--- config.mk ---
export PLATFORM = sky130hd
export DESIGN_NAME = mc_controller_v2
export DESIGN_NICKNAME = d
export VERILOG_FILES = /design/src/rtl/mc_controller_v2.sv
export SDC_FILE = /design/constraint.sdc
export NUM_CORES = 1
export LEC_CHECK = 0
export ABC_AREA = 1
export CORE_MARGIN = 10
export CORE_UTILIZATION = 39
export CTS_BUF_LIST = sky130_fd_sc_hd__clkbuf_2 sky130_fd_sc_hd__clkbuf_4 sky130_fd_sc_hd__clkbuf_8
export CTS_CLUSTER_DIAMETER = 200
export DETAILED_ROUTE_END_ITERATION = 8
export MAX_ROUTING_LAYER = met4
export PLACE_DENSITY = 0.79
export SYNTH_ARGS = -nofsm -noshare
export SYNTH_HDL_FRONTEND = slang
export SYNTH_SLANG_ARGS = --single-unit
export TNS_END_PERCENT = 1
--- constraint.sdc ---
create_clock -name clk -period 1.65 [get_ports clk]
set_input_delay 0.2475 -clock clk [delete_from_list [all_inputs] [get_ports clk]]
set_output_delay 0.2475 -clock clk [all_outputs]
set_load 0.05 [all_outputs]
--- src/rtl/mc_controller_v2.sv ---
// Multicycle RISC-V control FSM with variable-latency memory handshake, watchdog and trap state.
// Optional macro CTRL_PERF_CNT_EN adds a 32-bit retired-instruction counter output (instret).
module mc_controller_v2 #(
   parameter int ALUCTRL_W   = 3,
   parameter int MEM_TIMEOUT = 0,
   parameter int TMO_W       = 8
) (
   input  logic                 clk,
   input  logic                 reset,
   input  logic [6:0]           op,
   input  logic [2:0]           funct3,
   input  logic                 funct7b5,
   input  logic                 Zero,
   input  logic                 Lt,
   input  logic                 mem_ready,
   output logic [2:0]           ImmSrc,
   output logic [1:0]           ALUSrcA,
   output logic [1:0]           ALUSrcB,
   output logic [1:0]           ResultSrc,
   output logic                 AdrSrc,
   output logic [ALUCTRL_W-1:0] ALUControl,
   output logic                 IRWrite,
   output logic                 PCWrite,
   output logic                 RegWrite,
   output logic                 MemWrite,
   output logic                 MemReq,
   output logic                 trap,
   output logic [3:0]           state_o
`ifdef CTRL_PERF_CNT_EN
   ,
   output logic [31:0]          instret
`endif
);

   typedef enum logic [3:0] {
      S_FETCH    = 4'd0,
      S_DECODE   = 4'd1,
      S_MEMADR   = 4'd2,
      S_MEMREAD  = 4'd3,
      S_MEMWB    = 4'd4,
      S_MEMWRITE = 4'd5,
      S_EXECR    = 4'd6,
      S_EXECI    = 4'd7,
      S_ALUWB    = 4'd8,
      S_BRANCH   = 4'd9,
      S_JAL      = 4'd10,
      S_LUI      = 4'd11,
      S_TRAP     = 4'd15
   } state_t;

   localparam logic [6:0] OP_LOAD  = 7'b0000011;
   localparam logic [6:0] OP_STORE = 7'b0100011;
   localparam logic [6:0] OP_RALU  = 7'b0110011;
   localparam logic [6:0] OP_IALU  = 7'b0010011;
   localparam logic [6:0] OP_BR    = 7'b1100011;
   localparam logic [6:0] OP_JAL   = 7'b1101111;
   localparam logic [6:0] OP_LUI   = 7'b0110111;

   localparam logic [3:0] ALU_ADD = 4'b0000;
   localparam logic [3:0] ALU_SUB = 4'b0001;
   localparam logic [3:0] ALU_AND = 4'b0010;
   localparam logic [3:0] ALU_OR  = 4'b0011;
   localparam logic [3:0] ALU_XOR = 4'b0100;
   localparam logic [3:0] ALU_SLT = 4'b0101;
   localparam logic [3:0] ALU_SLL = 4'b0110;
   localparam logic [3:0] ALU_SRL = 4'b0111;
   localparam logic [3:0] ALU_SRA = 4'b1000;

   localparam logic             W4       = (ALUCTRL_W == 4);
   localparam logic             TMO_EN   = (MEM_TIMEOUT > 0);
   localparam logic [TMO_W-1:0] TMO_LAST = TMO_W'((MEM_TIMEOUT > 0) ? MEM_TIMEOUT - 1 : 0);

   // Returns {supported, alu_code}; shifts and xor exist only in the 4-bit encoding.
   function automatic logic [4:0] exec_decode(input logic [2:0] f3, input logic f7, input logic rtype);
      logic [4:0] r;
      r = {1'b0, ALU_ADD};
      case (f3)
         3'b000:  r = {1'b1, (rtype && f7) ? ALU_SUB : ALU_ADD};
         3'b010:  r = {1'b1, ALU_SLT};
         3'b110:  r = {1'b1, ALU_OR};
         3'b111:  r = {1'b1, ALU_AND};
         3'b100:  r = {W4, ALU_XOR};
         3'b001:  r = {W4, ALU_SLL};
         3'b101:  r = {W4, f7 ? ALU_SRA : ALU_SRL};
         default: r = {1'b0, ALU_ADD};
      endcase
      return r;
   endfunction

   // Returns {supported, taken}.
   function automatic logic [1:0] branch_decode(input logic [2:0] f3, input logic z, input logic lt);
      logic [1:0] r;
      case (f3)
         3'b000:  r = {1'b1, z};
         3'b001:  r = {1'b1, ~z};
         3'b100:  r = {1'b1, lt};
         3'b101:  r = {1'b1, ~lt};
         default: r = 2'b00;
      endcase
      return r;
   endfunction

   function automatic logic [2:0] imm_for_op(input logic [6:0] o);
      logic [2:0] r;
      case (o)
         OP_LOAD, OP_IALU: r = 3'b000;
         OP_STORE:         r = 3'b001;
         OP_BR:            r = 3'b010;
         OP_JAL:           r = 3'b011;
         OP_LUI:           r = 3'b100;
         default:          r = 3'b000;
      endcase
      return r;
   endfunction

   state_t           state_q, state_d, nxt_s;
   logic [TMO_W-1:0] tmo_q, tmo_d;
   logic             store_q, store_d;
   logic             wait_s, tmo_hit_s;
   logic [4:0]       ex_s;
   logic [1:0]       br_s;
   logic [2:0]       imm_s;
   logic [1:0]       srca_s, srcb_s, res_s;
   logic             adr_s, irw_s, pcw_s, rw_s, mw_s, mreq_s, trap_s;
   logic [3:0]       alu_s;

   assign ex_s      = exec_decode(funct3, funct7b5, state_q == S_EXECR);
   assign br_s      = branch_decode(funct3, Zero, Lt);
   assign wait_s    = (state_q == S_FETCH) || (state_q == S_MEMREAD) || (state_q == S_MEMWRITE);
   assign tmo_hit_s = TMO_EN && wait_s && !mem_ready && (tmo_q == TMO_LAST);
   assign state_d   = tmo_hit_s ? S_TRAP : nxt_s;
   assign store_d   = (state_q == S_DECODE) ? (op == OP_STORE) : store_q;
   assign tmo_d     = (state_d != state_q) ? '0 :
                      (wait_s && !mem_ready) ? tmo_q + TMO_W'(1) : tmo_q;

   always_comb begin
      nxt_s  = state_q;
      imm_s  = 3'b000;
      srca_s = 2'b00;
      srcb_s = 2'b00;
      res_s  = 2'b00;
      adr_s  = 1'b0;
      alu_s  = ALU_ADD;
      irw_s  = 1'b0;
      pcw_s  = 1'b0;
      rw_s   = 1'b0;
      mw_s   = 1'b0;
      mreq_s = 1'b0;
      trap_s = 1'b0;
      case (state_q)
         S_FETCH: begin
            mreq_s = 1'b1;
            srcb_s = 2'b10;
            res_s  = 2'b10;
            irw_s  = mem_ready;
            pcw_s  = mem_ready;
            nxt_s  = mem_ready ? S_DECODE : S_FETCH;
         end
         S_DECODE: begin
            srca_s = 2'b01;
            srcb_s = 2'b01;
            imm_s  = imm_for_op(op);
            case (op)
               OP_LOAD, OP_STORE: nxt_s = S_MEMADR;
               OP_RALU:           nxt_s = S_EXECR;
               OP_IALU:           nxt_s = S_EXECI;
               OP_BR:             nxt_s = S_BRANCH;
               OP_JAL:            nxt_s = S_JAL;
               OP_LUI:            nxt_s = S_LUI;
               default:           nxt_s = S_TRAP;
            endcase
         end
         S_MEMADR: begin
            srca_s = 2'b10;
            srcb_s = 2'b01;
            imm_s  = store_q ? 3'b001 : 3'b000;
            nxt_s  = store_q ? S_MEMWRITE : S_MEMREAD;
         end
         S_MEMREAD: begin
            mreq_s = 1'b1;
            adr_s  = 1'b1;
            nxt_s  = mem_ready ? S_MEMWB : S_MEMREAD;
         end
         S_MEMWRITE: begin
            mreq_s = 1'b1;
            adr_s  = 1'b1;
            mw_s   = mem_ready;
            nxt_s  = mem_ready ? S_FETCH : S_MEMWRITE;
         end
         S_MEMWB: begin
            res_s = 2'b01;
            rw_s  = 1'b1;
            nxt_s = S_FETCH;
         end
         S_EXECR, S_EXECI: begin
            srca_s = 2'b10;
            srcb_s = (state_q == S_EXECI) ? 2'b01 : 2'b00;
            alu_s  = ex_s[3:0];
            nxt_s  = ex_s[4] ? S_ALUWB : S_TRAP;
         end
         S_ALUWB: begin
            rw_s  = 1'b1;
            nxt_s = S_FETCH;
         end
         S_BRANCH: begin
            srca_s = 2'b10;
            alu_s  = ALU_SUB;
            imm_s  = 3'b010;
            pcw_s  = br_s[1] & br_s[0];
            nxt_s  = br_s[1] ? S_FETCH : S_TRAP;
         end
         S_JAL: begin
            srca_s = 2'b01;
            srcb_s = 2'b10;
            imm_s  = 3'b011;
            pcw_s  = 1'b1;
            nxt_s  = S_ALUWB;
         end
         S_LUI: begin
            imm_s  = 3'b100;
            srca_s = 2'b11;
            srcb_s = 2'b01;
            nxt_s  = S_ALUWB;
         end
         S_TRAP: begin
            trap_s = 1'b1;
            nxt_s  = S_TRAP;
         end
         default: nxt_s = S_TRAP;
      endcase
   end

   always_ff @(posedge clk or negedge reset) begin
      if (!reset) begin
         state_q <= S_FETCH;
         tmo_q   <= '0;
         store_q <= 1'b0;
      end else begin
         state_q <= state_d;
         tmo_q   <= tmo_d;
         store_q <= store_d;
      end
   end

   // Strobes are forced low combinationally while reset is held.
   assign ImmSrc     = imm_s;
   assign ALUSrcA    = srca_s;
   assign ALUSrcB    = srcb_s;
   assign ResultSrc  = res_s;
   assign AdrSrc     = adr_s;
   assign ALUControl = alu_s[ALUCTRL_W-1:0];
   assign IRWrite    = irw_s & reset;
   assign PCWrite    = pcw_s & reset;
   assign RegWrite   = rw_s & reset;
   assign MemWrite   = mw_s & reset;
   assign MemReq     = mreq_s & reset;
   assign trap       = trap_s & reset;
   assign state_o    = state_q;

`ifdef CTRL_PERF_CNT_EN
   logic [31:0] instret_q;
   logic        retire_s;

   assign retire_s = (state_d == S_FETCH) &&
                     ((state_q == S_MEMWB) || (state_q == S_MEMWRITE) ||
                      (state_q == S_ALUWB) || (state_q == S_BRANCH));

   always_ff @(posedge clk or negedge reset) begin
      if (!reset) begin
         instret_q <= 32'd0;
      end else if (retire_s) begin
         instret_q <= instret_q + 32'd1;
      end else begin
         instret_q <= instret_q;
      end
   end

   assign instret = instret_q;
`endif

endmodule

==> metrics.txt, run 1 <==
status finished with violations; CP max stage delay 0.33 ns; worst skew pair latency 0.24 ns; Worst Tran Pin Value 0.408 ns; vias in the first global route 1514; cell mode on critical path nand2_1; ANT nets after route 0; worst min path class in2async; Num CTS Buffers 3; wire length per cell 28.0 um; syn_area_per_cell 5.63 um^2; sequential area share after synthesis 16.2%; worst r2r dst state_o[3]; # setup viols final 17; largest net degree at the start of global routing 7; first-pass GRT wire length 7.51 mm; final wirelength 6.86 mm; Pre-antenna DRT Iters 6; Crit Path Category in2out; initial core utilization 40.2%; flops & latches, synth 5; H-Tree Depth 1; clk sinks 5; reg2reg start state_o[1]; min cycle time layout 1.97 ns; fin. max-slew vios 0; pwr/cell area 233 nW/um^2; GPL Wtd Cong 0.914; startpoint class of the critical path input pin; initial antenna violation count 0; Comb pwr share 34.9%; I/O Buffers 38; die area 4160 um^2; critical-path maximum fanout 6; gr usage total 23.2%; Std-Cell Core Area 1920 um^2; DRC Markers 0; Critical Path, Cell by Cell dlygate4sd2_1, inv_1, nand2_1, nor2_1, a21oi_1, nand2_1, nand2_1, a21oi_4, buf_12; Worst-path clk slew 0.05 ns; crit path capture type output pin; # IOs 39; Setup WS post-layout -0.325 ns; synthesized area 772 um^2; multi-input logic area 716 um^2; overall power 0.436 mW; Cell Int Power 0.292 mW; synth warn 0; layout cells sized above 1 56.4%; Leakage Power 0.835 nW; Req. time, crit path 1.40 ns; Die W 64.5 um; Reg2Reg Depth 7; failing checks setup timing; Vias 1618; WP data arrival 1.73 ns; switching share of power 33.1%; achievable frequency 0.506 GHz; final hold vios 0; Die Ht 64.5 um; P_sw 0.144 mW; Nets 235; VDD IR max 0.000658 V; n_diodes 0; Reg power frac 28.2%; Setup Slack @ Placement -0.293 ns; Clock Tree Root clkbuf_4; clock share of power 36.9%; launch point of the worst path funct3[0]; storage element area 130 um^2; cts hold-fix bufs 0; net count after synthesis 153; Synth Instances 137; Netlist cell types 24; period utilization 120%; leading cell types in the layout, fill and taps excluded 41 x buf_4, 26 x nand2_1, 18 x buf_12; FF-to-FF setup slack 0.02 ns; Slowest cell on crit path dlygate4sd2_1; DR iter-0 viols 230; most common cell after layout, fill and taps aside buf_4; CP endpoint PCWrite; vias per cell 6.60; fillcell total 34; Std-Cell Rows 16; RSZ-0062 raised after global routing true; max-cap viol count 0; max_slew headroom 72.6%; clock skew 0.00989 ns; CTS Buffer Depth 2; DP HPWL 2.69 mm; CTS tree done; total grt overflow 0; P&R area growth vs syn 142%; setup TNS -3.69 ns
==> power groups by stage <==
stage | Combinational (mW) | Sequential (mW) | Clock, mW
after floorplan | 0.0374 | 0.125 | 0
after global placement | 0.116 | 0.125 | 0
after detailed placement | 0.121 | 0.125 | 0
after CTS | 0.120 | 0.123 | 0.158
after global routing | 0.156 | 0.123 | 0.168
final | 0.152 | 0.123 | 0.161
==> layout make-up <==
cell class / count / area share [%]
Timing Repair Buffer: 77 / 45.7
Multi-Input combinational cell: 106 / 38.3
Tap cell: 27 / 1.81
Inverter: 26 / 5.63
Clock buffer: 4 / 1.61
Sequential cell: 5 / 6.97
==> Yosys cell counts, drive strengths merged <==
master	number	share of area, %
nand2	38	21
a211oi	2	1.9
nand3	12	8.4
nand4	5	4.1
o21ai	5	3.2
dfrtp	5	16
a21oi	5	3.7
nor2b	1	0.81
o211ai	2	1.9
nor3	3	1.9
o22ai	1	0.81
or2	2	1.6
a21o	1	0.97
inv	26	13
o2111ai	3	3.4
nor2	26	17
==> worst max-delay path: cells and delay by family <==
family / cells / cell delay, ns
AOI/OAI and AO/OA: 2 / 0.31
and+or+nand+nor: 4 / 0.56
buffers and inverters: 3 / 0.62
==> logic make-up after synthesis <==
| group | count (synthesis) | share of synthesized area [%] |
|---|---|---|
| AND/OR/NAND/NOR | 87 | 55.1 |
| flip-flops | 5 | 16.2 |
| AO/OA/AOI/OAI | 19 | 16.0 |
| buffers and inverters | 26 | 12.6 |
==> flip-flops by register name (all words and copies together), names as in the netlist <==
name,count
store_q,1
state_o,4
==> per-layer routing <==
layer / track usage (%) / wire length [um]
met1: 23.3 / 2180
met2: 40.5 / 3250
met3: 3.95 / 775
met4: 15.5 / 652
met5: - / 0
==> worst min-delay path by stage <==
| stage | to | slack [ns] |
|---|---|---|
| 2_1_floorplan | state_o[0] | -0.05 |
| 3_3_place_gp | store_q | 0.51 |
| 3_5_place_dp | store_q | 0.52 |
| 4_1_cts | state_o[0] | 0.32 |
| 5_1_grt | state_o[1] | 0.34 |
| 6_report | state_o[1] | 0.36 |
==> through the flow <==
stage	cell area [um^2]	std cells	utilization [%]	hold WS [ns]
after floorplan	802	137	-	-0.0481
after global placement	1550	223	80.9	0.510
after detailed placement	1550	223	80.9	0.518
after CTS	1780	243	92.7	0.316
after global routing	1870	245	97.2	0.343
final	1870	245	97.2	0.364
==> what timing repair did <==
item / in CTS / in global routing
pin swaps: 14 / 6
setup buffers: 16 / 2
setup endpoints to repair: 17 / 18
resized for setup: 40 / 20
(Power assumes the default switching activity.)
==> run 2, diff against run 1 <==
--- a/config.mk
+++ b/config.mk
@@ -7,12 +7,12 @@
 export LEC_CHECK = 0
 export ABC_AREA = 1
 export CORE_MARGIN = 10
-export CORE_UTILIZATION = 39
+export CORE_UTILIZATION = 41
 export CTS_BUF_LIST = sky130_fd_sc_hd__clkbuf_2 sky130_fd_sc_hd__clkbuf_4 sky130_fd_sc_hd__clkbuf_8
 export CTS_CLUSTER_DIAMETER = 200
 export DETAILED_ROUTE_END_ITERATION = 8
 export MAX_ROUTING_LAYER = met4
-export PLACE_DENSITY = 0.79
+export PLACE_DENSITY = 0.82
 export SYNTH_ARGS = -nofsm -noshare
 export SYNTH_HDL_FRONTEND = slang
 export SYNTH_SLANG_ARGS = --single-unit
==> metrics.txt, run 2 <==
synth warn 0 (unchanged); initial core utilization 43.8% (+3.6 points); Clock Tree Root clkbuf_4; Std-Cell Rows 15 (-1); Post-synth EDFFs 0 (unchanged); flops & latches, synth 5 (unchanged); Post-synth top cells 32 x nand2_1, 22 x inv_1, 20 x nor2_1; tool error [ERROR DPL-0033] detailed placement checks failed during check placement.; Netlist cell types 24 (unchanged); count leader, synth nand2_1; H-Tree Depth 1 (unchanged); synthesized area 772 um^2 (unchanged); ys flop type dfrtp_1; Worst EP kind output port; share of the synthesized area in the top cell type 16.2% (unchanged); sequential area share after synthesis 16.2% (unchanged); Die Ht 63.4 um (-1.7%); CTS Buffer Depth 2 (unchanged); Setup Slack @ Placement -0.298 ns (-0.00546 ns); area leader, netlist dfrtp_1; GRT repair_timing worst endpoint ImmSrc[1]; net count after synthesis 153 (unchanged); I/O Buffers 38 (unchanged); asr flop ratio synth 100% (unchanged); Num CTS Buffers 3 (unchanged); cts hold-fix bufs 0 (unchanged); syn_area_per_cell 5.63 um^2 (unchanged); DP HPWL 2.89 mm (+7.6%); Die W 63.4 um (-1.7%); # IOs 39 (unchanged); Area contributors post-synth dfrtp_1 16%, nand2_1 16%, inv_1 11%, nor2_1 9.7%, nand3_1 7.1%; Synth Instances 137 (unchanged); largest net degree at the start of global routing 7; Stopped at global routing (5_1_grt); clk sinks 5 (unchanged); initial antenna violation count 0; status stopped before the end; GPL Wtd Cong 0.871 (-4.7%)
==> run 2: kinds of logic after synthesis <==
family	after synthesis	share of synthesized area, %
compound gates	19	16.0
simple gates	87	55.1
buf+inv	26	12.6
flops	5	16.2
==> run 2: what timing repair did <==
action / CTS
setup endpoints to repair: 17
endpoints found under the hold margin: 0
setup buffers: 8
pin swaps: 9
resized for setup: 33
==> run 2: stage by stage <==
stage	area, um^2	hold slack, ns	instances	TNS (ns)
2_1_floorplan	802	-0.0481	137	-2.78
3_3_place_gp	1570	0.513	224	-1.08
3_5_place_dp	1570	0.503	224	-1.56
4_1_cts	1720	0.313	236	-1.50
==> run 3, diff against run 2 <==
==> config.mk (replaced) <==
export PLATFORM = sky130hd
export DESIGN_NAME = mc_controller_v2
export DESIGN_NICKNAME = d
export VERILOG_FILES = /design/src/rtl/mc_controller_v2.sv
export SDC_FILE = /design/constraint.sdc
export NUM_CORES = 1
export LEC_CHECK = 0
export ABC_AREA = 1
export CORE_AREA = 10 10 71 73
export DETAILED_ROUTE_END_ITERATION = 8
export DIE_AREA = 0 0 81 83
export PLACE_DENSITY_LB_ADDON = 0.15
export SYNTH_ARGS = -nofsm -noshare
export SYNTH_HDL_FRONTEND = slang
export SYNTH_SLANG_ARGS = --single-unit
export TNS_END_PERCENT = 1
==> metrics.txt, run 3 (same netlist as run 1, synthesis figures left out) <==
Leakage Power 0.845 nW; Nets 234; clk sinks 5 (unchanged); Reg power frac 26.1%; failing checks setup timing; fillcell total 350; buffer and inverter count on the worst path 4; final instance area 1870 um^2; max reg flops 4; Worst Tran Pin Value 0.318 ns; H-Tree Depth 1 (unchanged); CP top delay family buffers and inverters; startpoint class of the critical path register; final cell count without fillers 265; Vias 1215; gr usage total 10.2%; cell mode on critical path buf_4; I/O Buffers 38 (unchanged); final hold vios 0; wire length per cell 13.5 um; Pre-antenna DRT Iters 4; fin. max-slew vios 0; # IOs 39 (unchanged); first-pass GRT wire length 5.73 mm; DRC Markers 0; worst min path class in2async; cts hold-fix bufs 0 (unchanged); layout cells sized above 1 52.5%; CP max stage delay 0.43 ns; max_slew headroom 78.7%; post-route core utilization 51.3%; DR iter-0 viols 74; critical-path maximum fanout 4; Req. time, crit path 1.40 ns; largest net degree at the start of global routing 7; Cells after DPL 244 (+8.9%); total grt overflow 0; achievable frequency 0.554 GHz; Die W 81 um (+28%); crit path capture type output pin; pwr/cell area 254 nW/um^2; Std-Cell Rows 22 (+7); final wirelength 3.57 mm; Std-Cell Core Area 3630 um^2; vias in the first global route 1238; Num CTS Buffers 3 (unchanged); # setup viols final 15; Clock Tree Root clkbuf_8; placed inst area 1580 um^2 (+0.40%); n_diodes 0; vias per cell 4.58; status finished with violations; die area 6720 um^2; initial antenna violation count 0; initial core utilization 21.2% (-23 points); Crit Path Category reg2out; worst skew pair latency 0.22 ns; Die Ht 83 um (+31%); WP data arrival 1.56 ns; period utilization 109%; Setup WS post-layout -0.154 ns; VDD IR max 0.000362 V; Critical Path, Cell by Cell buf_4, buf_4, nand2_4, nor2_1, inv_1, nand4_1, buf_12; setup TNS -1.51 ns; min cycle time layout 1.80 ns; switching share of power 25.9%; Comb pwr share 26.6%; CTS tree done; leading cell types in the layout, fill and taps excluded 40 x buf_4, 30 x nand2_1, 18 x inv_1, 18 x buf_12, 12 x nor2_1; clock share of power 47.4%; Slowest cell on crit path dfrtp_2; GPL Wtd Cong 0.828 (-4.9%); RSZ-0062 raised after global routing true; DP HPWL 2.66 mm (-8.2%); P_sw 0.122 mW; Setup Slack @ Placement -0.334 ns (-0.0359 ns); max-cap viol count 0; Cell Int Power 0.351 mW; CTS Buffer Depth 2 (unchanged); clock skew 0.00193 ns; P&R area growth vs syn 142%; ANT nets after route 0; Worst-path clk slew 0.04 ns; most common cell after layout, fill and taps aside buf_4
-- run 3: final timing paths --
kind,start,endpoint,slack (ns),depth (start not counted)
hold reg to reg,store_q,store_q,0.52,2
max in group asynchronous,reset,state_o[2],1.20,2
hold / removal,reset,store_q,0.32,2
min in group clk,store_q,store_q,0.52,2
setup reg to reg,state_o[3],state_o[0],0.23,9
setup / recovery,state_o[3],ALUSrcA[1],-0.15,7
-- run 3: timing repair --
item,4_1_cts,5_1_grt
setup buffers,13,4
pin swaps,9,6
gates resized for setup,37,12
endpoints found under the hold margin,0,0
endpoints found under the setup margin,17,16
-- run 3: through the flow --
step                hold WS [ns]  total power [mW]
finish                     0.323             0.473
floorplan                -0.0481             0.162
detailed placement         0.500             0.246
global placement           0.511             0.244
CTS                        0.321             0.476
global route               0.341             0.498
-- run 3: power by group through the flow --
stage               sequential [mW]  combinational, mW  clock (mW)
floorplan                     0.125             0.0374           0
detailed placement            0.125              0.121           0
CTS                           0.123              0.121       0.232
global route                  0.123              0.138       0.237
finish                        0.123              0.126       0.224
global placement              0.125              0.119           0
-- run 3: cell type report --
cell class	count	area (um^2)	share of cell area, %
inverter	26	103	5.50
clock buffer	4	45.0	2.41
multi-input combinational	106	678	36.4
timing repair buffer	76	850	45.5
tap	48	60.1	3.22
sequential	5	130	6.98
-- run 3: metal layers --
metal	track usage, %	up-vias	share of wire [%]
met1	11.6	566	39
met4	1.88	0	0.14
li1	-	611	-
met5	0	-	0
met3	2.48	2	5.6
met2	18.4	36	55
==> run 4, diff against run 3 <==
--- a/config.mk
+++ b/config.mk
@@ -6,6 +6,7 @@
 export NUM_CORES = 1
 export LEC_CHECK = 0
 export ABC_AREA = 1
+export CAP_MARGIN = 0
 export CORE_AREA = 10 10 71 73
 export DETAILED_ROUTE_END_ITERATION = 8
 export DIE_AREA = 0 0 81 83
==> results of run 4 <==
Same layout as run 3: the final DEF is identical, and so are final timing and power.
